==> src/rtl/key_event_encoder.sv <==
// Keypad event encoder: debounces the 27 keys seen by the row scanner and queues
// press codes 1..27 in a small FIFO drained through a valid/ready handshake.
module key_event_encoder #(
    parameter int unsigned TICK_DIV     = 1024,
    parameter int unsigned STABLE_TICKS = 4,
    parameter int unsigned FIFO_DEPTH   = 4
) (
    input  logic        clk,
    input  logic        nrst,
    input  logic [4:0]  switches [0:5],
    output logic [4:0]  key_code,
    output logic        key_valid,
    input  logic        key_ready,
    output logic [26:0] key_down,
    output logic        overflow
);
    localparam int unsigned NKEYS = 27;
    localparam int unsigned TW    = $clog2(TICK_DIV);
    localparam int unsigned PW    = $clog2(FIFO_DEPTH);
    localparam int unsigned CW    = PW + 1;

    logic [TW-1:0]    r_tick_cnt;
    logic             w_tick;
    logic [NKEYS-1:0] w_raw;
    logic             w_unused_bits;

    logic [3:0]       r_cnt      [NKEYS];
    logic [3:0]       w_cnt_next [NKEYS];
    logic [NKEYS-1:0] r_key_down;
    logic [NKEYS-1:0] w_down_next;
    logic [NKEYS-1:0] w_press;

    logic [NKEYS-1:0] r_pending;
    logic [NKEYS-1:0] w_sel_mask;
    logic [NKEYS-1:0] w_clear;
    logic [4:0]       w_sel_code;
    logic             w_found;

    logic [4:0]       r_mem [FIFO_DEPTH];
    logic [PW-1:0]    r_wr_ptr;
    logic [PW-1:0]    r_rd_ptr;
    logic [CW-1:0]    r_count;
    logic             w_push;
    logic             w_pop;
    logic             r_overflow;

    assign w_tick = (r_tick_cnt == TW'(TICK_DIV - 1));

    always_ff @(posedge clk or negedge nrst) begin
        if (!nrst) begin
            r_tick_cnt <= '0;
        end else if (w_tick) begin
            r_tick_cnt <= '0;
        end else begin
            r_tick_cnt <= r_tick_cnt + TW'(1);
        end
    end

    // Row 4 col 4 and row 5 cols 1/3 have no physical key behind them.
    assign w_unused_bits = ^{switches[4][4], switches[5][1], switches[5][3]};

    always_comb begin
        w_raw = '0;
        for (int unsigned r = 0; r < 4; r++) begin
            for (int unsigned c = 0; c < 5; c++) begin
                w_raw[5*r + c] = switches[r][c];
            end
        end
        w_raw[23:20] = switches[4][3:0];
        w_raw[24]    = switches[5][0];
        w_raw[25]    = switches[5][2];
        w_raw[26]    = switches[5][4];
    end

    always_comb begin
        for (int unsigned k = 0; k < NKEYS; k++) begin
            w_down_next[k] = r_key_down[k];
            w_cnt_next[k]  = r_cnt[k];
            if (w_tick) begin
                if (w_raw[k] == r_key_down[k]) begin
                    w_cnt_next[k] = '0;
                end else if (({1'b0, r_cnt[k]} + 5'd1) == 5'(STABLE_TICKS)) begin
                    w_down_next[k] = w_raw[k];
                    w_cnt_next[k]  = '0;
                end else begin
                    w_cnt_next[k] = r_cnt[k] + 4'd1;
                end
            end
        end
    end

    assign w_press = w_down_next & ~r_key_down;

    always_ff @(posedge clk or negedge nrst) begin
        if (!nrst) begin
            r_key_down <= '0;
            for (int unsigned k = 0; k < NKEYS; k++) begin
                r_cnt[k] <= '0;
            end
        end else begin
            r_key_down <= w_down_next;
            for (int unsigned k = 0; k < NKEYS; k++) begin
                r_cnt[k] <= w_cnt_next[k];
            end
        end
    end

    always_comb begin
        w_found    = 1'b0;
        w_sel_code = '0;
        w_sel_mask = '0;
        for (int unsigned k = 0; k < NKEYS; k++) begin
            if (r_pending[k] && !w_found) begin
                w_found       = 1'b1;
                w_sel_code    = 5'(k + 1);
                w_sel_mask[k] = 1'b1;
            end
        end
    end

    assign w_pop   = key_valid && key_ready;
    // Count never exceeds depth, so a pop always frees room for this cycle's push.
    assign w_push  = w_found && ((r_count < CW'(FIFO_DEPTH)) || w_pop);
    assign w_clear = w_push ? w_sel_mask : '0;

    always_ff @(posedge clk or negedge nrst) begin
        if (!nrst) begin
            r_pending  <= '0;
            r_overflow <= 1'b0;
        end else begin
            r_pending <= (r_pending & ~w_clear) | w_press;
            if (|(r_pending & ~w_clear & w_press)) begin
                r_overflow <= 1'b1;
            end
        end
    end

    always_ff @(posedge clk or negedge nrst) begin
        if (!nrst) begin
            r_wr_ptr <= '0;
            r_rd_ptr <= '0;
            r_count  <= '0;
            for (int unsigned i = 0; i < FIFO_DEPTH; i++) begin
                r_mem[i] <= '0;
            end
        end else begin
            if (w_push) begin
                r_mem[r_wr_ptr] <= w_sel_code;
                r_wr_ptr        <= r_wr_ptr + PW'(1);
            end
            if (w_pop) begin
                r_rd_ptr <= r_rd_ptr + PW'(1);
            end
            case ({w_push, w_pop})
                2'b10:   r_count <= r_count + CW'(1);
                2'b01:   r_count <= r_count - CW'(1);
                default: r_count <= r_count;
            endcase
        end
    end

    assign key_valid = (r_count != '0);
    assign key_code  = key_valid ? r_mem[r_rd_ptr] : '0;
    assign key_down  = r_key_down;
    assign overflow  = r_overflow;

endmodule

==> config.mk <==
export PLATFORM = sky130hd
export DESIGN_NAME = key_event_encoder
export DESIGN_NICKNAME = d
export VERILOG_FILES = /design/src/rtl/key_event_encoder.sv
export SDC_FILE = /design/constraint.sdc
export NUM_CORES = 1
export LEC_CHECK = 0
export CAP_MARGIN = 25
export CORE_MARGIN = 1
export CORE_UTILIZATION = 40
export CTS_CLUSTER_SIZE = 28
export DETAILED_ROUTE_END_ITERATION = 10
export GPL_ROUTABILITY_DRIVEN = 0
export HOLD_SLACK_MARGIN = 0.08
export PLACE_DENSITY = 0.56
export REMOVE_ABC_BUFFERS = 1
export SYNTH_ARGS = -nofsm -noshare
export SYNTH_HDL_FRONTEND = slang
export SYNTH_SLANG_ARGS = --single-unit
==> constraint.sdc <==
create_clock -name clk -period 2.7 [get_ports clk]
set_clock_uncertainty 0.15 [all_clocks]
set_input_delay 0.54 -clock clk [delete_from_list [all_inputs] [get_ports clk]]
set_output_delay 0.54 -clock clk [all_outputs]
set_load 0.02 [all_outputs]
==> results of run 1 <==
## layer usage
| metal | GRT usage, % | vias up |
|---|---|---|
| li1 | - | 4095 |
| met1 | 24.8 | 3931 |
| met3 | 4.19 | 16 |
| met2 | 30.0 | 92 |
| met5 | 0 | - |
| met4 | 4.50 | 0 |
## state kept, by name, summed over array words and instances, names as in the netlist
name,count
r_wr_ptr,2
r_tick_cnt,10
r_cnt,108
r_rd_ptr,2
key_down,27
r_pending,27
r_mem,20
overflow,1
r_count,3
## area by class of cell
class                      instances  area, um^2  share of cell area, %
tap                              330         413                   3.30
inverter                          16        62.6                  0.500
multi-input combinational        816        5290                   42.2
clock inverter                    12         141                   1.13
clock buffer                      20         457                   3.65
timing repair buffer             123        1160                   9.23
sequential                       200        5010                   40.0
## cell families after synthesis
logic type               count (synthesis)  share of synthesized area [%]
AO/OA/AOI/OAI                          226                           13.4
multiplexers                            31                           3.89
buffers and inverters                   51                           2.03
AND/OR/NAND/NOR                        485                           25.2
XOR/XNOR                                40                           3.36
flip-flops                             200                           48.0
adder cells (fa/ha/maj)                 34                           4.16
## through the flow
step	hold WS [ns]	cell area, um^2
4_1_cts	0.337	12400
2_1_floorplan	0.0944	10300
6_report	0.337	12500
5_1_grt	0.363	12500
3_5_place_dp	0.320	11800
3_3_place_gp	0.306	11800
## worst reg2reg max path, cell delays in order (launching register included)
cell,delay [ns]
dfrtp_1,0.42
nor4_4,0.36
nand4_1,0.20
buf_4,0.19
or3_4,0.42
o41ai_4,0.24
o22a_1,0.19
o211a_1,0.15
nand4_1,0.09
## timing repair
action	4_1_cts	5_1_grt
setup buffers	4	5
resized for setup	6	13
endpoints found under the hold margin	54	0
hold buffers	1	0
pin swaps	0	4
gates cloned	0	0
endpoints found under the setup margin	5	5
## power groups by stage
stage	clock network [mW]	logic, mW	registers, mW
after floorplan	0	0.858	3.42
after global placement	0	1.34	3.46
after detailed placement	0	1.36	3.47
after CTS	2.72	1.39	3.40
after global routing	2.81	1.65	3.43
final	2.63	1.45	3.40
## layout by cell type, fill, tap and decap left out, types with 7 or more instances in the layout
| master | Yosys | routed |
|---|---|---|
| o2111ai_1 | 7 | 7 |
| nand2_1 | 160 | 160 |
| nand4b_1 | 7 | 7 |
| nand3b_1 | 56 | 56 |
| nor2_1 | 48 | 47 |
| o31ai_1 | 34 | 32 |
| clkbuf_16 | 0 | 17 |
| dfrtp_1 | 200 | 198 |
| nor4_1 | 34 | 32 |
| o21ai_0 | 96 | 96 |
| buf_4 | 2 | 53 |
| a21oi_1 | 36 | 36 |
| clkdlybuf4s50_1 | 0 | 57 |
| xor2_1 | 7 | 7 |
| and2_1 | 19 | 19 |
| nor3_1 | 33 | 33 |
| mux2_2 | 26 | 26 |
| nor3b_1 | 32 | 32 |
| a21o_1 | 29 | 29 |
| nand4_1 | 15 | 15 |
| ha_1 | 33 | 32 |
| nand3_1 | 41 | 41 |
| inv_1 | 15 | 15 |
| xnor2_1 | 33 | 33 |
| nor2b_1 | 18 | 18 |
## worst paths after layout
path / from / end / slack (ns) / cells past startpoint
max: r_rd_ptr[0] / key_code[1] / 0.08 / 4
min in group asynchronous: nrst / r_cnt[103] / 0.50 / 2
min reg2reg: r_mem[4] / r_mem[4] / 0.34 / 2
max reg2reg: r_pending[3] / overflow / 0.15 / 8
min: r_mem[4] / r_mem[4] / 0.34 / 2
max in group asynchronous: nrst / r_cnt[15] / 1.21 / 3
==> out/metrics.csv, run 1 <==
stage;metric;value;unit
outcome;status;completed;
finish;Area Overhead vs Synth;20.2;%
global_routing;total grt overflow;0;
clock_network;CTS tree;built;
placement;Cells after DPL;1475;
synthesis;Synth area leader;dfrtp_1;
pwr;leak pwr;5.39;nW
finish;fin cells;1517;
critical_path;CP Cell Sequence;buf_4, mux4_2, and2_1, dlygate4sd2_1;
sta;Final Hold Viols;0;
synthesis;top cells by count, synth;200 x dfrtp_1, 160 x nand2_1, 96 x o21ai_0;
critical_path;Top delay family on crit path;multiplexers;
finish;# nets final;1241;
sta;normalized max-slew margin;48.8;%
routing;Detail Route Antenna Nets;0;
synthesis;post-synthesis sequential area ratio;48.0;%
clock_network;Root Driver;clkbuf_16;
pwr;Comb pwr share;19.4;%
clock_network;H-tree depth;4;
die;Core Footprint;25300;um^2
clock_network;Worst-path clk slew;0.07;ns
global_routing;pin count of the biggest net entering global routing;134;
routing;Highest Signal Layer;met4;
die;# rows;58;
sta;Period minus WS final;2.62;ns
synthesis;Top FF cell, synth;dfrtp_1;
critical_path;Worst Path Required;2.01;ns
pwr;Reg power frac;45.5;%
global_routing;first-pass GRT wire length;39200;um
critical_path;critical-path maximum fanout;6;
synthesis;Async SR Flop Fraction;100;%
pwr;NetSw;2.14;mW
global_routing;vias in the first global route;7854;
sta;max-slew violations;0;
critical_path;CP Class;reg2out;
synthesis;Area contributors post-synth;dfrtp_1 48%, nand2_1 5.8%, o21ai_0 4.6%;
critical_path;CP endpoint kind;primary output;
placement;Setup WS pre-CTS;-0.0854;ns
routing;drt drc;0;
finish;final core utilization;49.4;%
synthesis;Gate Count Post-Synth;1067;
finish;Fillers;2348;
critical_path;Setup crit start kind;flip-flop;
sta;final worst setup slack;0.0777;ns
routing;DR WL/cell;15.4;um
worst_hold_path;Worst Hold Class;reg2reg;
critical_path;crit path DAT;1.93;ns
synthesis;#FFs+latches synth;200;
clock_network;total CTS buffers;17;
sta;Final period util;97.1;%
pwr;clock power share;35.1;%
critical_path;Worst Path Buf+Inv;2;
die;Ports;67;
synthesis;Yosys Warn Count;0;
finish;diode count;0;
synthesis;post-synthesis cell area;10400;um^2
clock_network;later-pin clock latency in the skew report;0.44;ns
sta;Final setup viols;0;
die;die width;163;um
routing;DR iter-0 viols;491;
die;full die area;26700;um^2
sta;Max Fclk;381;MHz
placement;HPWL after DPL;16400;um
die;die height;163;um
global_routing;GRT Util Overall;18.5;%
finish;share of cells above drive strength 1;12.3;%
routing;vias per cell;5.36;
job;max_cap viols;0;
sta;Setup TNS Final;0;ns
pwr;internal power;5.34;mW
routing;wl on met1;11500;um
routing;drt pass-1 iters;5;
critical_path;slowest cell on the critical path;mux4_2;
clock_network;Bufs on Longest Clock Path;2;
synthesis;Unique masters post-synth;55;
clock_network;Num Clock Sinks;200;
pwr;Power Density;597;nW/um^2
routing;Via Count;8134;
routing;metal2 WL;10800;um
critical_path;largest stage delay on the critical path;0.47;ns
pwr;sw frac;28.6;%
synthesis;EDFF count, synth;0;
placement;I/O Buffers;63;
routing;metal3 WL;795;um
global_routing;initial antenna violation count;0;
pwr;VDD IR max;0.000361;V
synthesis;most frequent cell after synthesis;dfrtp_1;
sta;actual slew at the worst max-slew pin;0.761;ns
synthesis;Syn Area/Cell;9.76;um^2
pwr;Tot Pwr;7.48;mW
die;Initial Util;41.1;%
routing;drt total wl;23300;um
synthesis;post-synth top area share;48.0;%
(Power assumes the default switching activity.)
==> run 2, diff against run 1 <==
--- a/config.mk
+++ b/config.mk
@@ -12,7 +12,7 @@
 export DETAILED_ROUTE_END_ITERATION = 10
 export GPL_ROUTABILITY_DRIVEN = 0
 export HOLD_SLACK_MARGIN = 0.08
-export PLACE_DENSITY = 0.56
+export PLACE_DENSITY = 0.54
 export REMOVE_ABC_BUFFERS = 1
 export SYNTH_ARGS = -nofsm -noshare
 export SYNTH_HDL_FRONTEND = slang
==> constraint.sdc (replaced) <==
create_clock -name clk -period 3 [get_ports clk]
set_clock_uncertainty 0.15 [all_clocks]
set_input_delay 0.6 -clock clk [delete_from_list [all_inputs] [get_ports clk]]
set_output_delay 0.6 -clock clk [all_outputs]
set_load 0.02 [all_outputs]
==> run 2 against run 1 <==
Net effect:
- final cell count is 2.1% lower
- wire length shrank 2.6%
- sequential power shrank 9.7%
- first-iteration DRC count decreased by 19%
- critical endpoint unchanged
==> out/metrics.csv, run 2 (synthesis gave the netlist of run 1 again) <==
stage;metric;value;unit;change
outcome;status;completed;;unchanged
critical_path;Worst Path Required;2.25;ns;was 2.01 ns
placement;Area after DPL;11600;um^2;was 11800 um^2
sta;RSZ-0062 raised after global routing;false;;
critical_path;CP Cell Sequence;mux4_2, and2_1, clkdlybuf4s50_1;;was buf_4, mux4_2, and2_1, dlygate4sd2_1
routing;vias per cell;5.39;;was 5.36
finish;share of cells above drive strength 1;9.35;%;was 12.3%
finish;diode count;0;;unchanged
die;Core Footprint;25300;um^2;unchanged
routing;DR iter-0 viols;398;;was 491
die;die width;163;um;unchanged
critical_path;crit path DAT;2.14;ns;was 1.93 ns
die;Initial Util;41.1;%;unchanged
placement;Cells after DPL;1452;;was 1475
global_routing;pin count of the biggest net entering global routing;133;;was 134
sta;Setup TNS Final;0;ns;unchanged
sta;actual slew at the worst max-slew pin;0.732;ns;was 0.761 ns
finish;# nets final;1209;;was 1241
critical_path;CP endpoint kind;primary output;;unchanged
global_routing;initial antenna violation count;0;;unchanged
sta;Worst Hold Slack;0.333;ns;was 0.337 ns
pwr;VDD IR max;0.000378;V;was 0.000361 V
critical_path;r2r setup slk;0.30;ns;was 0.15 ns
routing;Via Count;8002;;was 8134
finish;Fillers;2345;;was 2348
finish;Area Overhead vs Synth;16.8;%;was 20.2%
job;max_cap viols;0;;unchanged
routing;drt total wl;22700;um;was 23300 um
routing;drt drc;0;;unchanged
finish;register with the most flip-flops;r_cnt;;unchanged
finish;sequential cell area;5010;um^2;about the same
sta;Final setup viols;0;;unchanged
critical_path;critical-path maximum fanout;7;;was 6
clock_network;later-pin clock latency in the skew report;0.44;ns;about the same
pwr;Power Density;535;nW/um^2;was 597 nW/um^2
sta;Final period util;96.5;%;
global_routing;GRT Util Overall;18.2;%;was 18.5%
global_routing;vias in the first global route;7565;;was 7854
routing;DR WL/cell;15.3;um;was 15.4 um
worst_hold_path;Worst Hold Class;reg2reg;;unchanged
clock_network;Num Clock Sinks;200;;unchanged
finish;fin cells;1485;;was 1517
finish;commonest non-fill, non-tap cell in the layout;dfrtp_1;;unchanged
clock_network;H-tree depth;4;;unchanged
sta;max-slew violations;0;;unchanged
critical_path;CP Class;reg2out;;unchanged
sta;Max Fclk;346;MHz;
finish;most frequent cells in the layout;199 x dfrtp_1, 160 x nand2_1, 96 x o21ai_0, 62 x clkdlybuf4s50_1, 56 x nand3b_1;;was 198 x dfrtp_1, 160 x nand2_1, 96 x o21ai_0, 57 x clkdlybuf4s50_1, 56 x nand3b_1
placement;HPWL after DPL;15900;um;was 16400 um
routing;Detail Route Antenna Nets;0;;unchanged
sta;Final Hold Viols;0;;unchanged
pwr;leak pwr;5.18;nW;was 5.39 nW
critical_path;largest stage delay on the critical path;0.53;ns;was 0.47 ns
critical_path;slowest cell on the critical path;mux4_2;;unchanged
sta;normalized max-slew margin;50.7;%;was 48.8%
finish;Multi-input gate area;5230;um^2;was 5290 um^2
critical_path;RR Startpoint;r_pending[3];;unchanged
clock_network;CTS tree;built;;unchanged
die;die height;163;um;unchanged
critical_path;Worst Setup SP;r_rd_ptr[0];;unchanged
clock_network;total CTS buffers;17;;unchanged
clock_network;Bufs on Longest Clock Path;2;;unchanged
global_routing;total grt overflow;0;;unchanged
routing;drt pass-1 iters;5;;unchanged
die;# rows;58;;unchanged
sta;Period minus WS final;2.89;ns;
clock_network;Root Driver;clkbuf_16;;unchanged
placement;I/O Buffers;63;;unchanged
die;full die area;26700;um^2;unchanged
die;Ports;67;;unchanged
worst_hold_path;Hold Crit Start;r_mem[14];;was r_mem[4]
clock_network;Worst-path clk slew;0.07;ns;about the same
finish;cell area after layout;12200;um^2;was 12500 um^2
global_routing;first-pass GRT wire length;38600;um;was 39200 um
finish;Largest register FFs;108;;unchanged
critical_path;Setup crit start kind;flip-flop;;unchanged
run 2: cell types whose count changed in the layout (fill, tap and decap cells not counted), moves of 2 or more:
cell	delta
buf_12	-2
buf_4	-30
clkdlybuf4s50_1	+5
clkinv_2	+4
dlygate4sd2_1	-5
o31ai_1	+2
o31ai_2	-2
run 2: power by group:
| part | total [mW] | internal, mW | switching, mW |
|---|---|---|---|
| Sequential | 3.07 | 2.89 | 0.179 |
| Combinational | 1.19 | 0.556 | 0.634 |
| Clock | 2.24 | 1.17 | 1.07 |
| Total | 6.50 | 4.62 | 1.88 |
run 2: path summary, 6_finish.rpt:
check                           endpoint  cells past startpoint
min in group asynchronous     r_cnt[102]                      2
min                            r_mem[14]                      2
min reg2reg                    r_mem[14]                      2
max reg2reg                     overflow                      8
max                          key_code[1]                      3
max in group asynchronous  r_tick_cnt[8]                      3
run 2: metrics by stage:
step           worst slack [ns]  total power, mW  util, %
2_1_floorplan             -1.86             3.85        -
3_3_place_gp              0.100             4.30     45.7
3_5_place_dp             0.0738             4.32     45.7
4_1_cts                  0.0620             6.59     48.0
5_1_grt                  0.0165             6.89     48.0
6_report                  0.106             6.50     48.0
run 2: repair_timing:
action | 4_1_cts | 5_1_grt
setup endpoints to repair | 5 | 1
hold buffers | 1 | 0
resized for setup | 1 | 2
pin swaps | 0 | 0
endpoints found under the hold margin | 56 | 0
buffers inserted | 0 | 0
run 2: routing by layer:
metal  up-vias  wire, um  global-route usage (%)
met4         0       164                    3.99
li1       4030         -                       -
met1      3853     11500                    26.0
met5         -         0                       0
met3        11       680                    3.48
met2       108     10300                    28.6
run 2: critical path: cells and delay by family, from the launching register on:
kind / cells / cell delay [ns]
buffers and inverters: 1 / 0.53
DFF: 1 / 0.49
muxes: 1 / 0.53
and+or+nand+nor: 1 / 0.16
run 2: layout make-up:
type | count | share of cell area (%)
multi-input combinational | 816 | 43.0
sequential | 200 | 41.1
timing repair buffer | 91 | 7.37
clock buffer | 18 | 3.61
tap | 330 | 3.39
clock inverter | 14 | 0.998
inverter | 16 | 0.514
==> run 3, diff against run 2 <==
--- a/config.mk
+++ b/config.mk
@@ -5,12 +5,11 @@
 export SDC_FILE = /design/constraint.sdc
 export NUM_CORES = 1
 export LEC_CHECK = 0
-export CAP_MARGIN = 25
-export CORE_MARGIN = 1
 export CORE_UTILIZATION = 40
 export CTS_CLUSTER_SIZE = 28
 export DETAILED_ROUTE_END_ITERATION = 10
 export GPL_ROUTABILITY_DRIVEN = 0
+export GPL_TIMING_DRIVEN = 0
 export HOLD_SLACK_MARGIN = 0.08
 export PLACE_DENSITY = 0.54
 export REMOVE_ABC_BUFFERS = 1
==> run 3 against run 2 <==
Net effect:
- maximum frequency is essentially flat
- cell area grew 0.60%
- via count shrank 1.2%
- global-route usage grew 0.12 points
- critical path depth is the same
- sequential share of layout area shrank 0.22 points
- critical path type unchanged
- largest cell class unchanged
- highest routed layer unchanged
==> out/metrics.csv, run 3 (synthesis gave the netlist of run 1 again) <==
stage;metric;value;unit;change
die;full die area;26700;um^2;unchanged
critical_path;CP Cell Sequence;mux4_2, and2_1, clkdlybuf4s50_1;;unchanged
clock_network;CTS tree;built;;unchanged
finish;share of cells above drive strength 1;8.75;%;was 9.35%
die;Initial Util;41.1;%;unchanged
placement;I/O Buffers;63;;unchanged
global_routing;pin count of the biggest net entering global routing;114;;was 133
finish;Fillers;2388;;was 2345
routing;DR iter-0 viols;498;;was 398
sta;normalized max-slew margin;39.5;%;was 50.7%
routing;Detail Route Antenna Nets;0;;unchanged
finish;most frequent cells in the layout;197 x dfrtp_1, 160 x nand2_1, 96 x o21ai_0, 61 x clkdlybuf4s50_1, 56 x nand3b_1;;was 199 x dfrtp_1, 160 x nand2_1, 96 x o21ai_0, 62 x clkdlybuf4s50_1, 56 x nand3b_1
critical_path;largest stage delay on the critical path;0.53;ns;about the same
die;Ports;67;;unchanged
critical_path;r2r worst-path depth;11;;was 8
sta;Period minus WS final;2.89;ns;about the same
worst_hold_path;hold path depth;2;;unchanged
pwr;Tot Pwr;6.73;mW;was 6.50 mW
finish;Largest register FFs;108;;unchanged
finish;# nets final;1197;;was 1209
sta;Final setup viols;0;;unchanged
die;Core Footprint;25300;um^2;unchanged
clock_network;Root Driver;clkbuf_16;;unchanged
critical_path;CP endpoint kind;primary output;;unchanged
sta;max-slew violations;0;;unchanged
routing;vias per cell;5.36;;was 5.39
global_routing;first-pass GRT wire length;38700;um;was 38600 um
sta;Final Hold Viols;0;;unchanged
sta;RSZ-0062 raised after global routing;true;;was false
sta;Max Fclk;346;MHz;about the same
critical_path;critical path depth;3;;unchanged
clock_network;total CTS buffers;17;;unchanged
critical_path;critical-path maximum fanout;7;;unchanged
placement;Area after DPL;11500;um^2;was 11600 um^2
pwr;VDD IR max;0.000383;V;was 0.000378 V
finish;register with the most flip-flops;r_cnt;;unchanged
worst_hold_path;Worst Hold Class;reg2reg;;unchanged
clock_network;later-pin clock latency in the skew report;0.43;ns;was 0.44 ns
critical_path;CP Class;reg2out;;unchanged
critical_path;slowest cell on the critical path;mux4_2;;unchanged
global_routing;total grt overflow;0;;unchanged
clock_network;Bufs on Longest Clock Path;2;;unchanged
sta;actual slew at the worst max-slew pin;0.899;ns;was 0.732 ns
die;# rows;58;;unchanged
critical_path;Worst Path Buf+Inv;1;;unchanged
finish;Multi-input gate area;5280;um^2;was 5230 um^2
clock_network;H-tree depth;4;;unchanged
clock_network;Worst-path clk slew;0.07;ns;about the same
finish;final core utilization;48.3;%;was 48.0%
global_routing;GRT Util Overall;18.3;%;was 18.2%
placement;HPWL after DPL;15600;um;was 15900 um
finish;cell area after layout;12200;um^2;about the same
routing;drt pass-1 iters;6;;was 5
die;die width;163;um;unchanged
die;die height;163;um;unchanged
routing;DR WL/cell;15.8;um;was 15.3 um
critical_path;Top delay family on crit path;multiplexers;;unchanged
finish;diode count;0;;unchanged
critical_path;Worst Path Required;2.25;ns;about the same
finish;Area Overhead vs Synth;17.5;%;was 16.8%
routing;drt drc;0;;unchanged
clock_network;Num Clock Sinks;200;;unchanged
job;max_cap viols;0;;unchanged
pwr;leak pwr;5.20;nW;was 5.18 nW
critical_path;crit path DAT;2.14;ns;about the same
sta;Final period util;96.4;%;was 96.5%
finish;commonest non-fill, non-tap cell in the layout;dfrtp_1;;unchanged
pwr;Power Density;550;nW/um^2;was 535 nW/um^2
global_routing;vias in the first global route;7499;;was 7565
routing;Via Count;7902;;was 8002
finish;sequential cell area;5010;um^2;about the same
outcome;status;completed;;unchanged
critical_path;Setup crit start kind;flip-flop;;unchanged
routing;drt total wl;23200;um;was 22700 um
global_routing;initial antenna violation count;0;;unchanged
-- run 3: cell count changes in the layout (fill, tap and decap cells not counted), sizes merged --
cell / delta
buf: -13
bufinv: +2
clkbuf: +2
clkinv: -2
clkinvlp: -2
or3: +2
clkdlybuf4s50: -1
dlymetal6s2s: +1
inv: -1
-- run 3: timing repair --
item                                    in CTS  in global routing
pin swaps                                    2                  5
setup buffers                                1                  6
hold endpoints to repair                    79                  0
gates resized for setup                      4                  9
gates cloned                                 1                  1
hold buffers                                 1                  0
endpoints found under the setup margin       6                  5
-- run 3: path summary, 6_finish.rpt --
kind | startpoint | endpoint | slack (ns)
worst max-delay path | r_rd_ptr[0] | key_code[0] | 0.11
worst max register to register | r_pending[15] | r_count[2] | 0.15
max in group asynchronous | nrst | r_pending[8] | 1.09
worst min register to register | r_mem[11] | r_mem[11] | 0.33
worst min-delay path | r_mem[11] | r_mem[11] | 0.33
min in group asynchronous | nrst | r_cnt[83] | 0.59
-- run 3: per-layer routing --
| layer | up-vias | GRT usage [%] | wire length [um] |
|---|---|---|---|
| li1 | 4012 | - | - |
| met1 | 3787 | 25.8 | 11700 |
| met2 | 90 | 29.2 | 10600 |
| met3 | 13 | 3.71 | 751 |
| met4 | 0 | 3.61 | 189 |
| met5 | - | 0 | 0 |
-- run 3: area by class of cell --
class | instances | area share, %
Clock inverter | 11 | 1.31
Multi-Input combinational cell | 818 | 43.1
Inverter | 16 | 0.532
Timing Repair Buffer | 77 | 6.91
Clock buffer | 21 | 3.84
Tap cell | 330 | 3.37
Sequential cell | 200 | 40.9
-- run 3: worst reg2reg max path, delay by kind of cell, from the launching register on --
family / cells / cell delay, ns
AND/OR/NAND/NOR: 5 / 1.10
adder cells (fa/ha/maj): 2 / 0.56
flip-flops: 1 / 0.45
XOR/XNOR: 2 / 0.31
buffers and inverters: 2 / 0.21
-- run 3: per-stage QoR --
stage / setup slack (ns) / hold slack, ns / setup TNS [ns] / instances
after floorplan: -1.86 / 0.154 / -151.68 / 1032
after global placement: -7.86 / 0.307 / -2002.51 / 1425
after detailed placement: -0.116 / 0.320 / -0.197 / 1431
after CTS: 0.00829 / 0.336 / 0 / 1466
after global routing: -0.0279 / 0.359 / -0.0279 / 1473
final: 0.107 / 0.332 / 0 / 1473
-- run 3: report_power, final --
group          switching, mW  leakage [nW]  internal [mW]
registers              0.180          2.32           2.89
logic                  0.634          2.57          0.542
clock network           1.08         0.308           1.40
